[config.mk]
export PLATFORM = sky130hd
export DESIGN_NAME = neuron_loader
export DESIGN_NICKNAME = d
export VERILOG_FILES = /design/src/rtl/neuron_loader.sv
export SDC_FILE = /design/constraint.sdc
export NUM_CORES = 1
export LEC_CHECK = 0
export BUFFER_PORTS_ARGS = -buffer_cell sky130_fd_sc_hd__buf_2
export CAP_MARGIN = 20
export CORE_UTILIZATION = 46
export CTS_BUF_LIST = sky130_fd_sc_hd__clkbuf_2 sky130_fd_sc_hd__clkbuf_4 sky130_fd_sc_hd__clkbuf_8
export CTS_CLUSTER_DIAMETER = 80
export DETAILED_ROUTE_END_ITERATION = 12
export GPL_TIMING_DRIVEN = 0
export PLACE_DENSITY = 0.76
export SYNTH_ARGS = -nofsm -noshare
export SYNTH_HDL_FRONTEND = slang
export SYNTH_SLANG_ARGS = --single-unit
export TNS_END_PERCENT = 20
[constraint.sdc]
create_clock -name clk -period 5.35 [get_ports clk]
set_clock_uncertainty 0.15 [all_clocks]
set_input_delay 0.2675 -clock clk [delete_from_list [all_inputs] [get_ports clk]]
set_output_delay 0.2675 -clock clk [all_outputs]
set_load 0.02 [all_outputs]
[src/rtl/neuron_loader.sv]
// neuron_loader: collects N activation/weight beats into registered vectors, captures the neuron result and holds it for downstream
module neuron_loader #(
  parameter int N  = 2,
  parameter int QM = 3,
  parameter int QN = 5,
  parameter int WM = 6,
  parameter int WN = 10
) (
  input  logic                     clk,
  input  logic                     rst,
  input  logic                     s_valid,
  output logic                     s_ready,
  input  logic [QM+QN-1:0]         s_data,
  input  logic [WM+WN-1:0]         s_weight,
  input  logic                     s_last,
  input  logic                     bias_we,
  input  logic [QM+QN-1:0]         bias_in,
  output logic [N*(QM+QN)-1:0]     in_vec,
  output logic [N*(WM+WN)-1:0]     w_vec,
  output logic [QM+QN-1:0]         bias_out,
  input  logic [QM+QN-1:0]         nrn_out,
  output logic                     m_valid,
  input  logic                     m_ready,
  output logic [QM+QN-1:0]         m_data,
  output logic [15:0]              frame_cnt,
  output logic                     frame_err
);
  localparam int DW = QM + QN;
  localparam int WW = WM + WN;
  localparam int CW = $clog2(N);
  typedef enum logic [1:0] {LOAD, CAPTURE, HOLD} state_t;
  state_t state, state_n;
  logic [CW-1:0] cnt;
  logic acc, full, done;
  assign s_ready = state == LOAD && !rst;
  assign acc = s_valid && s_ready;
  assign full = cnt == CW'(N - 1);
  assign done = state == HOLD && m_ready;
  always_comb begin
    state_n = state;
    state_n = state == LOAD ? (acc && full && s_last ? CAPTURE : LOAD) :
              state == CAPTURE ? HOLD : (m_ready ? LOAD : HOLD);
  end
  always_ff @(posedge clk) begin
    if (rst) begin
      state     <= LOAD;
      cnt       <= '0;
      m_valid   <= 1'b0;
      m_data    <= '0;
      in_vec    <= '0;
      w_vec     <= '0;
      bias_out  <= '0;
      frame_cnt <= '0;
      frame_err <= 1'b0;
    end else begin
      state     <= state_n;
      cnt       <= !acc ? cnt : (full || s_last) ? '0 : cnt + CW'(1);
      frame_err <= acc && (full != s_last);
      if (acc) begin
        in_vec[int'(cnt)*DW +: DW] <= s_data;
        w_vec[int'(cnt)*WW +: WW]  <= s_weight;
      end
      if (state == CAPTURE) begin
        m_data  <= nrn_out;
        m_valid <= 1'b1;
      end else if (done) m_valid <= 1'b0;
      if (bias_we) bias_out <= bias_in;
      frame_cnt <= frame_cnt + 16'(done);
    end
  end
endmodule

==> reports/results.md, run 1 <==
- 110 — violation count after the first detailed-route iteration
- 433 — Synthesized Nets
- 3 — number of levels in the clock H-tree
- 126 — number of buffers inserted by port buffering
- sky130_fd_sc_hd__clkbuf_8 — root buffer selected by CTS
- 1.87 nW — Leakage
- 18.6% — post-synthesis simple-gate area fraction
- 421 MHz — Max Freq
- 19.0% — compound-gate portion of the synthesized area
- false — RSZ-0062 raised after global routing
- 2 — maximum clock insertion buffer count
- 384 — synthesized instance count
- sky130_fd_sc_hd__dfxtp_1 — commonest register cell after synthesis
- 0% — Async S/R FF share, synth
- 63.2% — worst relative slew slack
- 7 — CTS Hold Bufs
- 9 — total CTS buffers
- 14.1 um — WL per Instance
- 0 — antenna violations before repair
- 85 x sky130_fd_sc_hd__dfxtp_1, 64 x sky130_fd_sc_hd__a21oi_1, 52 x sky130_fd_sc_hd__nand3_1 — synth cell count leaders
- 1.14% — adder and majority cell fraction of the synthesized area
- 3337 — total via count after detailed routing
- 0.00752 sq mm — die outline area
- 0.08 ns — clock transition time at the flip-flop clock pins of the worst setup and hold paths
- 0.552 ns — slew at the pin closest to its max-slew limit
- 86.7 um — die width
- 0 — number of hold violations in the final report
- 0 — cells resized by post-CTS repair
- flop — CP Launch Type
- 0 — fin. max-slew vios
- flop — crit end category
- 577 — Total Nets Final
- 44.4% — post-route fraction of the period consumed by the critical path
- 0 — antenna diode instance count
- 129 — I/O pin count
- 0.00330 sq mm — post-synthesis instance area
- yes — TritonCTS clock tree
- 5.31 — DR vias/cell
- flop to flop — critical path type
- 0 — post-detailed-route DRC marker count
- 0 — max_cap viols
- 30 — row cnt
- 5.44 ns — required time at the endpoint of the critical path
- 15 — largest net degree at the start of global routing
- sky130_fd_sc_hd__dfxtp_1 — dominant cell type by area after synthesis
- 2963 — vias in the first global route
- 6360 um — DPL Wire Length
- 8840 um — wirelength, routed
- 29 — Cell variety after synth
- sky130_fd_sc_hd__dfxtp_1 52%, sky130_fd_sc_hd__a21oi_1 9.7%, sky130_fd_sc_hd__nand3_1 7.9%, sky130_fd_sc_hd__o21ai_0 6.4%, sky130_fd_sc_hd__clkbuf_1 2.7% — ranking of synthesized cells by area
- 85 — sinks on the clock net
- 2.98 ns — worst setup slack after layout
- 2.46 ns — WP data arrival
- state[1] — startpoint of the lowest-slack register-to-register path
- 0 — Overflow after GRT
- 0.802 — routability congestion estimate
- 13700 um — first-pass GRT wire length
- 31.8% — area overhead of the layout relative to synthesis
- completed — status
- 303 mW/mm^2 — total power per unit cell area
- 7 — biggest fanout along the worst timing path
- 606 — Post-Place Cells
- 23.7% — total track usage
- bias_in[3] — worst hold path startpoint
- 51.6% — fraction of post-synthesis cell area in the top cell type by area
- 0 — final count of negative-setup-slack endpoints
- 8.60 sq um — post-synthesis average cell area
- 0 — Post-CTS Setup Repair Bufs
- 51.6% — sequential cell area fraction in the yosys report
- 0 — EDFF count, synth
- input pin to flop — Hold WC Path Type
- 86.7 um — y dimension of the die
- 0.796% — xor/xnor share of the synthesized area
- 0 ns — Fin Setup TNS
- 633 — fill cell count
- 629 — non-filler cells in the finished layout
- 2.37 ns — final worst path period need
- 0.00687 sq mm — Core Footprint
- 85 — register bit total from synthesis
- 3.79% — portion of netlist area occupied by mux cells
- 48.1% — Starting Density
- 3.01 ns — Place WS
- 0.202 mV — peak ir drop on the vdd network
- state[1] — start point of the critical path
- 29.6% — layout cells sized above 1
- 0 — Routed Antenna Nets
- compound AO/OA/AOI/OAI gates — largest family of logic cells by synthesized area
- 0.35 ns — Worst-Skew Late Latency
- 4 — first-pass detailed-route iteration total
- sky130_fd_sc_hd__dfxtp_1 — most repeated cell in the gate-level netlist after synthesis
- 0 — count of yosys warnings during synthesis
## kinds of logic (layout without fill, tap and decap cells)
| group | Yosys count | count (layout) |
|---|---|---|
| xor gates and xnor gates | 3 | 3 |
| and+or+nand+nor | 120 | 120 |
| DFF | 85 | 85 |
| AOI/OAI and AO/OA | 122 | 122 |
| muxes | 12 | 12 |
| buffers and inverters | 39 | 188 |
| adders and majority gates | 3 | 3 |
## metrics by stage
| step | total power [mW] | hold slack [ns] | instance area (sq um) | utilization, % |
|---|---|---|---|---|
| after floorplan | 0.757 | 0.254 | 3300 | - |
| after detailed placement | 0.815 | 0.296 | 4050 | 59.0 |
| after CTS | 1.33 | 0.00227 | 4350 | 63.3 |
| after global placement | 0.812 | 0.291 | 4050 | 59.0 |
| final | 1.32 | 0.0107 | 4350 | 63.3 |
| after global routing | 1.37 | 0.00848 | 4350 | 63.3 |
## path summary, 6_finish.rpt
kind | end | slack, ns | cells after the start
worst max-delay path | frame_cnt[14] | 2.98 | 7
worst max register to register | frame_cnt[14] | 2.98 | 7
worst min register to register | m_data[1] | 0.31 | 2
worst min-delay path | bias_out[3] | 0.01 | 3
## worst max-delay path, cell delays in order, from the launching register on
cell	delay, ns
sky130_fd_sc_hd__dfxtp_1	0.46
sky130_fd_sc_hd__nand2_1	0.13
sky130_fd_sc_hd__nor2_1	0.10
sky130_fd_sc_hd__ha_1	0.22
sky130_fd_sc_hd__ha_1	0.27
sky130_fd_sc_hd__nand4_1	0.23
sky130_fd_sc_hd__nor4_1	0.36
sky130_fd_sc_hd__mux2_2	0.36
## cell usage in the layout (no fill, tap or decap), types with 5 or more instances in the layout
master,n
sky130_fd_sc_hd__a21oi_1,64
sky130_fd_sc_hd__nand3_1,52
sky130_fd_sc_hd__dfxtp_1,85
sky130_fd_sc_hd__o21ai_0,42
sky130_fd_sc_hd__nor2_1,17
sky130_fd_sc_hd__o21ai_1,10
sky130_fd_sc_hd__or4_1,5
sky130_fd_sc_hd__o31ai_1,6
sky130_fd_sc_hd__buf_2,133
sky130_fd_sc_hd__clkbuf_8,10
sky130_fd_sc_hd__nor2b_1,7
sky130_fd_sc_hd__mux2i_1,8
sky130_fd_sc_hd__clkbuf_1,24
sky130_fd_sc_hd__dlygate4sd3_1,7
sky130_fd_sc_hd__nand2_1,22
sky130_fd_sc_hd__inv_1,5
## metal layers
| layer | GRT usage [%] | share of wire [%] | up-vias |
|---|---|---|---|
| met5 | 0 | 0 | - |
| met4 | 10.2 | 1.8 | 0 |
| met3 | 6.38 | 9.4 | 11 |
| met2 | 40.4 | 47 | 147 |
| met1 | 28.1 | 42 | 1530 |
| li1 | - | - | 1649 |
## sequential cells by signal (all words and copies together) (netlist names)
| register | flops |
|---|---|
| bias_out | 8 |
| cnt | 1 |
| frame_cnt | 16 |
| frame_err | 1 |
| in_vec | 16 |
| m_data | 8 |
| m_valid | 1 |
| state | 2 |
| w_vec | 32 |
## cell type report
type                            instances  area (sq um)  share of cell area (%)
Buffer                                 34           151                    3.48
Sequential cell                        85          1700                    39.1
Timing Repair Buffer                  133           701                    16.1
Tap cell                               96           120                    2.76
Multi-Input combinational cell        260          1430                    32.8
Clock buffer                           11           145                    3.34
Inverter                                5          18.8                   0.431
Clock inverter                          5          83.8                    1.93
## power breakdown
group          leakage [nW]  switching, mW  internal [mW]
clock                 0.109          0.231          0.282
sequential            0.690        0.00887          0.650
combinational          1.07         0.0944         0.0509
total                  1.87          0.334          0.983
Power figures use the tool's default switching activity.
==> inputs of run 2 (changes only) <==
Settings changed: CORE_UTILIZATION 46 to 45, PLACE_DENSITY 0.76 to 0.78.
Clock period 5.35 ns to 1.9 ns, I/O delays scaled along.
==> run 2 against run 1 <==
  * The run now ends with negative setup slack left
  * Fmax grew 22%
  * Power grew to 2.7 times the previous value
  * Setup slack lost 3.0 ns
  * Clock power grew 130%
  * Sequential power grew to 2.8 times the previous value
  * Critical path type unchanged
==> reports/results.md, run 2 (synthesis gave the netlist of run 1 again) <==
- 103% — post-route fraction of the period consumed by the critical path
- 0.426 mV — peak ir drop on the vdd network
- sky130_fd_sc_hd__buf_2 — leading cell type in the layout, fill and taps excluded
- 0 — fin. max-slew vios
- 30 — row cnt
- 606 — Post-Place Cells
- simple AND/OR/NAND/NOR gates — delay-heaviest family, CP
- 30.9% — GR met1 Demand/Resource
- 1.99 ns — required time at the endpoint of the critical path
- negative setup slack — failing checks
- 0.09 ns — clock transition time at the flip-flop clock pins of the worst setup and hold paths
- 13.5% — Logic pwr share
- 33.8% — Clock Power Share
- 47.5% — Starting Density
- 115 — violation count after the first detailed-route iteration
- 0.781 — routability congestion estimate
- 85 — sinks on the clock net
- 3574 — total via count after detailed routing
- 87.6 um — die width
- flop — crit end category
- 15400 um — first-pass GRT wire length
- 0 — max_cap viols
- 2.54 mW — Pint
- true — RSZ-0062 raised after global routing
- 32 — Largest register FFs
- 0 — number of hold violations in the final report
- 31.6% — layout cells sized above 1
- w_vec — Most flops, register
- 0 — Routed Antenna Nets
- 0 — Overflow after GRT
- sky130_fd_sc_hd__clkbuf_8 — root buffer selected by CTS
- 2 — maximum clock insertion buffer count
- 69.1% — final core area utilization
- 735 mW/mm^2 — total power per unit cell area
- 132 x sky130_fd_sc_hd__buf_2, 82 x sky130_fd_sc_hd__dfxtp_1, 63 x sky130_fd_sc_hd__a21oi_1, 52 x sky130_fd_sc_hd__nand3_1 — commonest cells after routing, fill and taps aside
- 0 — Crit path buffers/inverters
- input pin to flop — Hold WC Path Type
- 5.66% — global-route track usage on met3
- 44.7% — met2 demand-to-capacity share in global routing
- sky130_fd_sc_hd__ha_4 — cell with the most instances on the worst path
- nand2_4, nor2_4, ha_4, ha_4, nand4_1, nor4_2, mux2_2 — chain of cells forming the critical path
- 5 — biggest fanout along the worst timing path
- 9950 um — wirelength, routed
- 513 MHz — Max Freq
- 616 — Total Nets Final
- 0.00768 sq mm — die outline area
- met2 — busiest metal layer after global routing
- 2.03 nW — Leakage
- w_vec x32, frame_cnt x16, in_vec x16 — largest registers
- 61.6% — worst relative slew slack
- 52.7% — sequential share of power
- sky130_fd_sc_hd__dfxtp_4 — critical path's slowest cell
- 126 — number of buffers inserted by port buffering
- 14.9 um — WL per Instance
- 25.6% — total track usage
- -0.133 ns — Fin Setup TNS
- 0.575 ns — slew at the pin closest to its max-slew limit
- 0 — antenna violations before repair
- finished, violations left — status
- -0.0508 ns — worst setup slack after layout
- 668 — non-filler cells in the finished layout
- 1.95 ns — final worst path period need
- flop to flop — critical path type
- 0.00694 sq mm — Core Footprint
- 0 — antenna diode instance count
- yes — TritonCTS clock tree
- 45.4% — area overhead of the layout relative to synthesis
- flop — CP Launch Type
- 3360 — vias in the first global route
- 3 — number of levels in the clock H-tree
- 87.6 um — y dimension of the die
- 0.35 ns — Worst-Skew Late Latency
- 6450 um — DPL Wire Length
- 2.04 ns — WP data arrival
- 5.35 — DR vias/cell
- 16 — largest net degree at the start of global routing
- 129 — I/O pin count
- 9 — total CTS buffers
- 0.38 ns — maximum cell stage delay along the critical path
- 989 uW — power dissipated by switching net loads
- 28.0% — switching portion of total power
- 0 — post-detailed-route DRC marker count
- 5 — first-pass detailed-route iteration total
- 3 — final count of negative-setup-slack endpoints
- 3.53 mW — Final Power
==> run 2: cell count changes in the layout (fill, tap and decap cells not counted), moves of 3 or more <==
cell / previous run / this run
sky130_fd_sc_hd__nor4_2: 0 / 4
sky130_fd_sc_hd__nor4_1: 4 / 0
sky130_fd_sc_hd__dlygate4sd3_1: 7 / 42
sky130_fd_sc_hd__dfxtp_1: 85 / 82
sky130_fd_sc_hd__buf_4: 0 / 5
==> run 2: path summary, 6_finish.rpt <==
kind | cells past startpoint | slack (ns) | from | endpoint
setup / recovery | 7 | -0.05 | state[1] | frame_cnt[14]
hold / removal | 3 | 0.01 | rst | frame_cnt[15]
setup reg to reg | 7 | -0.05 | state[1] | frame_cnt[14]
hold reg to reg | 2 | 0.31 | m_data[5] | m_data[5]
==> run 2: worst min-delay path, cell delays in order <==
cell                     delay, ns
sky130_fd_sc_hd__buf_2        0.15
sky130_fd_sc_hd__nor2_1       0.10
sky130_fd_sc_hd__mux2_2       0.14
==> run 2: layout make-up <==
type / count / area (sq um)
timing repair buffer: 172 / 1080
tap: 96 / 120
clock buffer: 10 / 138
buffer: 34 / 154
fill: 566 / 2150
inverter: 5 / 18.8
sequential: 85 / 1710
clock inverter: 6 / 48.8
multi-input combinational: 260 / 1530
==> run 2: timing repair <==
| action | 4_1_cts | 5_1_grt |
|---|---|---|
| hold buffers | 42 | 0 |
| hold endpoints to repair | 67 | 0 |
| setup endpoints to repair | 6 | 12 |
| gates resized for setup | 7 | 16 |
| buffers inserted | 3 | 2 |
| pin swaps | 4 | 4 |
==> run 2: power by group through the flow <==
stage / logic, mW / registers [mW] / clock network [mW]
after floorplan: 0.174 / 1.96 / 0
after global placement: 0.390 / 1.90 / 0
after detailed placement: 0.397 / 1.90 / 0
after CTS: 0.464 / 1.86 / 1.21
after global routing: 0.514 / 1.86 / 1.29
final: 0.475 / 1.86 / 1.19
==> run 2: layer usage <==
layer | up-vias | share of wire (%)
met5 | - | 0
met4 | 0 | 1.4
met3 | 15 | 7.1
met2 | 156 | 48
met1 | 1672 | 43
li1 | 1731 | -
==> run 2: metrics by stage <==
stage | instance area, sq um | hold slack, ns | setup WS (ns)
finish | 4800 | 0.0127 | -0.0508
global route | 4800 | 0.0283 | -0.122
CTS | 4730 | 0.00972 | -0.00846
detailed placement | 4070 | 0.191 | -0.152
global placement | 4070 | 0.183 | -0.123
floorplan | 3320 | 0.0810 | 0.0417
==> inputs of run 3 (changes only) <==
Settings changed: CORE_MARGIN set to 1, CORE_UTILIZATION 45 to 46, PLACE_DENSITY 0.78 to 0.76.
Clock period 1.9 ns to 2.46 ns, I/O delays scaled along.
==> run 3 against run 2 <==
  * The flow now finishes without violations
  * Highest routed layer unchanged
  * Sequential power decreased by 23%
  * Largest power group unchanged
  * Fmax decreased by 14%
  * Flip-flop and latch count is the same
==> reports/results.md, run 3 (synthesis gave the netlist of run 1 again) <==
- 2.27 ns — final worst path period need
- 3161 — vias in the first global route
- 0.572 ns — slew at the pin closest to its max-slew limit
- 3 — number of levels in the clock H-tree
- 0.802 — routability congestion estimate
- 4050 um — routed metal-1 wirelength
- 30 — row cnt
- 0 — number of hold violations in the final report
- w_vec x32, frame_cnt x16, in_vec x16 — largest registers
- sky130_fd_sc_hd__buf_2 — leading cell type in the layout, fill and taps excluded
- 25.4% — total track usage
- 2.36 ns — WP data arrival
- 580 — fill cell count
- 9510 um — wirelength, routed
- 0 ns — Fin Setup TNS
- 0 — final count of negative-setup-slack endpoints
- 92.2% — post-route fraction of the period consumed by the critical path
- 6360 um — DPL Wire Length
- 0 — Overflow after GRT
- 48.1% — Starting Density
- 80 — violation count after the first detailed-route iteration
- 612 — Total Nets Final
- 61.9% — worst relative slew slack
- 0.08 ns — clock transition time at the flip-flop clock pins of the worst setup and hold paths
- flop — crit end category
- 4 — first-pass detailed-route iteration total
- 0.00687 sq mm — Core Footprint
- 0.00470 sq mm — area of all placed cells without fillers
- sky130_fd_sc_hd__dfxtp_2 — critical path's slowest cell
- 86.7 um — die width
- 0 — post-detailed-route DRC marker count
- 441 MHz — Max Freq
- 2.01 nW — Leakage
- rst — worst hold path startpoint
- 2 — maximum clock insertion buffer count
- 619 mW/mm^2 — total power per unit cell area
- 42.5% — area overhead of the layout relative to synthesis
- flop — CP Launch Type
- 9 — total CTS buffers
- 85 — sinks on the clock net
- w_vec — Most flops, register
- 0.35 ns — Worst-Skew Late Latency
- 0.00405 sq mm — area of placed instances
- yes — TritonCTS clock tree
- 5.23 — DR vias/cell
- nand2_1, nor2_1, ha_1, ha_1, nand4_1, nor4_1, mux2_2 — chain of cells forming the critical path
- 2.55 ns — required time at the endpoint of the critical path
- 0 — max_cap viols
- 0 — Routed Antenna Nets
- 7 — biggest fanout along the worst timing path
- flop to flop — critical path type
- 3 — cell depth of the worst hold path
- 126 — number of buffers inserted by port buffering
- sky130_fd_sc_hd__ha_1 — cell with the most instances on the worst path
- 129 — I/O pin count
- 0.444 mV — peak ir drop on the vdd network
- 86.7 um — y dimension of the die
- completed — status
- 15 — largest net degree at the start of global routing
- 0.19 ns — R2R setup slack
- 28.0% — layout cells sized above 1
- 14.3 um — WL per Instance
- 0.00752 sq mm — die outline area
- 133 x sky130_fd_sc_hd__buf_2, 84 x sky130_fd_sc_hd__dfxtp_1, 64 x sky130_fd_sc_hd__a21oi_1, 52 x sky130_fd_sc_hd__nand3_1 — commonest cells after routing, fill and taps aside
- 14800 um — first-pass GRT wire length
- frame_cnt[14] — Critical R2R Capture
- sky130_fd_sc_hd__clkbuf_8 — root buffer selected by CTS
- 32 — Largest register FFs
- false — RSZ-0062 raised after global routing
- state[1] — startpoint of the lowest-slack register-to-register path
- 7 — logic depth of the worst register-to-register path
- 0 — antenna violations before repair
- 0 — antenna diode instance count
- 0.00170 sq mm — flip-flop and latch area
- 4610 um — DR WL met2
- frame_cnt[15] — end point of the worst hold path
- 3472 — total via count after detailed routing
- 0.40 ns — maximum cell stage delay along the critical path
- 709 um — met3 wire len
- 0.00143 sq mm — area of the multi-input gates
- input pin to flop — Hold WC Path Type
- met4 — Max Used Layer
- 0 — fin. max-slew vios
## run 3: cell types whose count changed in the layout (fill, tap and decap cells not counted), sizes merged
cell	change
clkbuf	+1
clkinv	-2
clkinvlp	-1
bufinv	+2
buf	-4
## run 3: worst max path at each step
stage	startpoint	endpoint	slack (ns)	depth (start not counted)
final	state[1]	frame_cnt[14]	0.19	7
after global placement	state[1]	frame_cnt[14]	0.15	7
after global routing	state[1]	frame_cnt[14]	0.06	7
after floorplan	state[1]	frame_cnt[14]	0.38	7
after CTS	state[1]	frame_cnt[14]	0.09	7
after detailed placement	state[1]	frame_cnt[14]	0.12	7
## run 3: power breakdown
| part | switching [mW] | internal (mW) |
|---|---|---|
| Sequential | 0.0201 | 1.41 |
| Clock | 0.500 | 0.613 |
| Combinational | 0.216 | 0.147 |
## run 3: what timing repair did
action | CTS | global route
setup buffers | 0 | 0
hold buffers | 42 | 0
gates resized for setup | 0 | 1
hold endpoints to repair | 66 | 0
setup endpoints to repair | 0 | 1
## run 3: through the flow
| stage | util, % | std cells | worst slack, ns | hold slack [ns] | power, mW |
|---|---|---|---|---|---|
| 2_1_floorplan | - | 384 | 0.375 | 0.109 | 1.65 |
| 3_3_place_gp | 59.0 | 606 | 0.150 | 0.212 | 1.77 |
| 3_5_place_dp | 59.0 | 606 | 0.115 | 0.220 | 1.77 |
| 4_1_cts | 68.4 | 664 | 0.0909 | 0.0408 | 2.92 |
| 5_1_grt | 68.5 | 664 | 0.0589 | 0.0894 | 3.02 |
| 6_report | 68.5 | 664 | 0.191 | 0.0521 | 2.91 |
## run 3: cell type report
cell class	instances	share of cell area [%]
timing repair buffer	168	22.4
tap	96	2.55
clock buffer	11	3.09
sequential	85	36.2
multi-input combinational	260	30.4
inverter	5	0.399
clock inverter	5	1.78
buffer	34	3.22
## run 3: metal layers
metal,up-vias,global-route usage [%]
met4,0,10.3
met2,140,44.2
met1,1604,30.2
met5,-,0
met3,10,6.10
li1,1718,-
## run 3: worst max-delay path: cells and delay by family, from the launching register on
| kind | cells | cell delay [ns] |
|---|---|---|
| simple gates | 4 | 0.77 |
| fa+ha+maj | 2 | 0.49 |
| flops | 1 | 0.40 |
| mux | 1 | 0.36 |
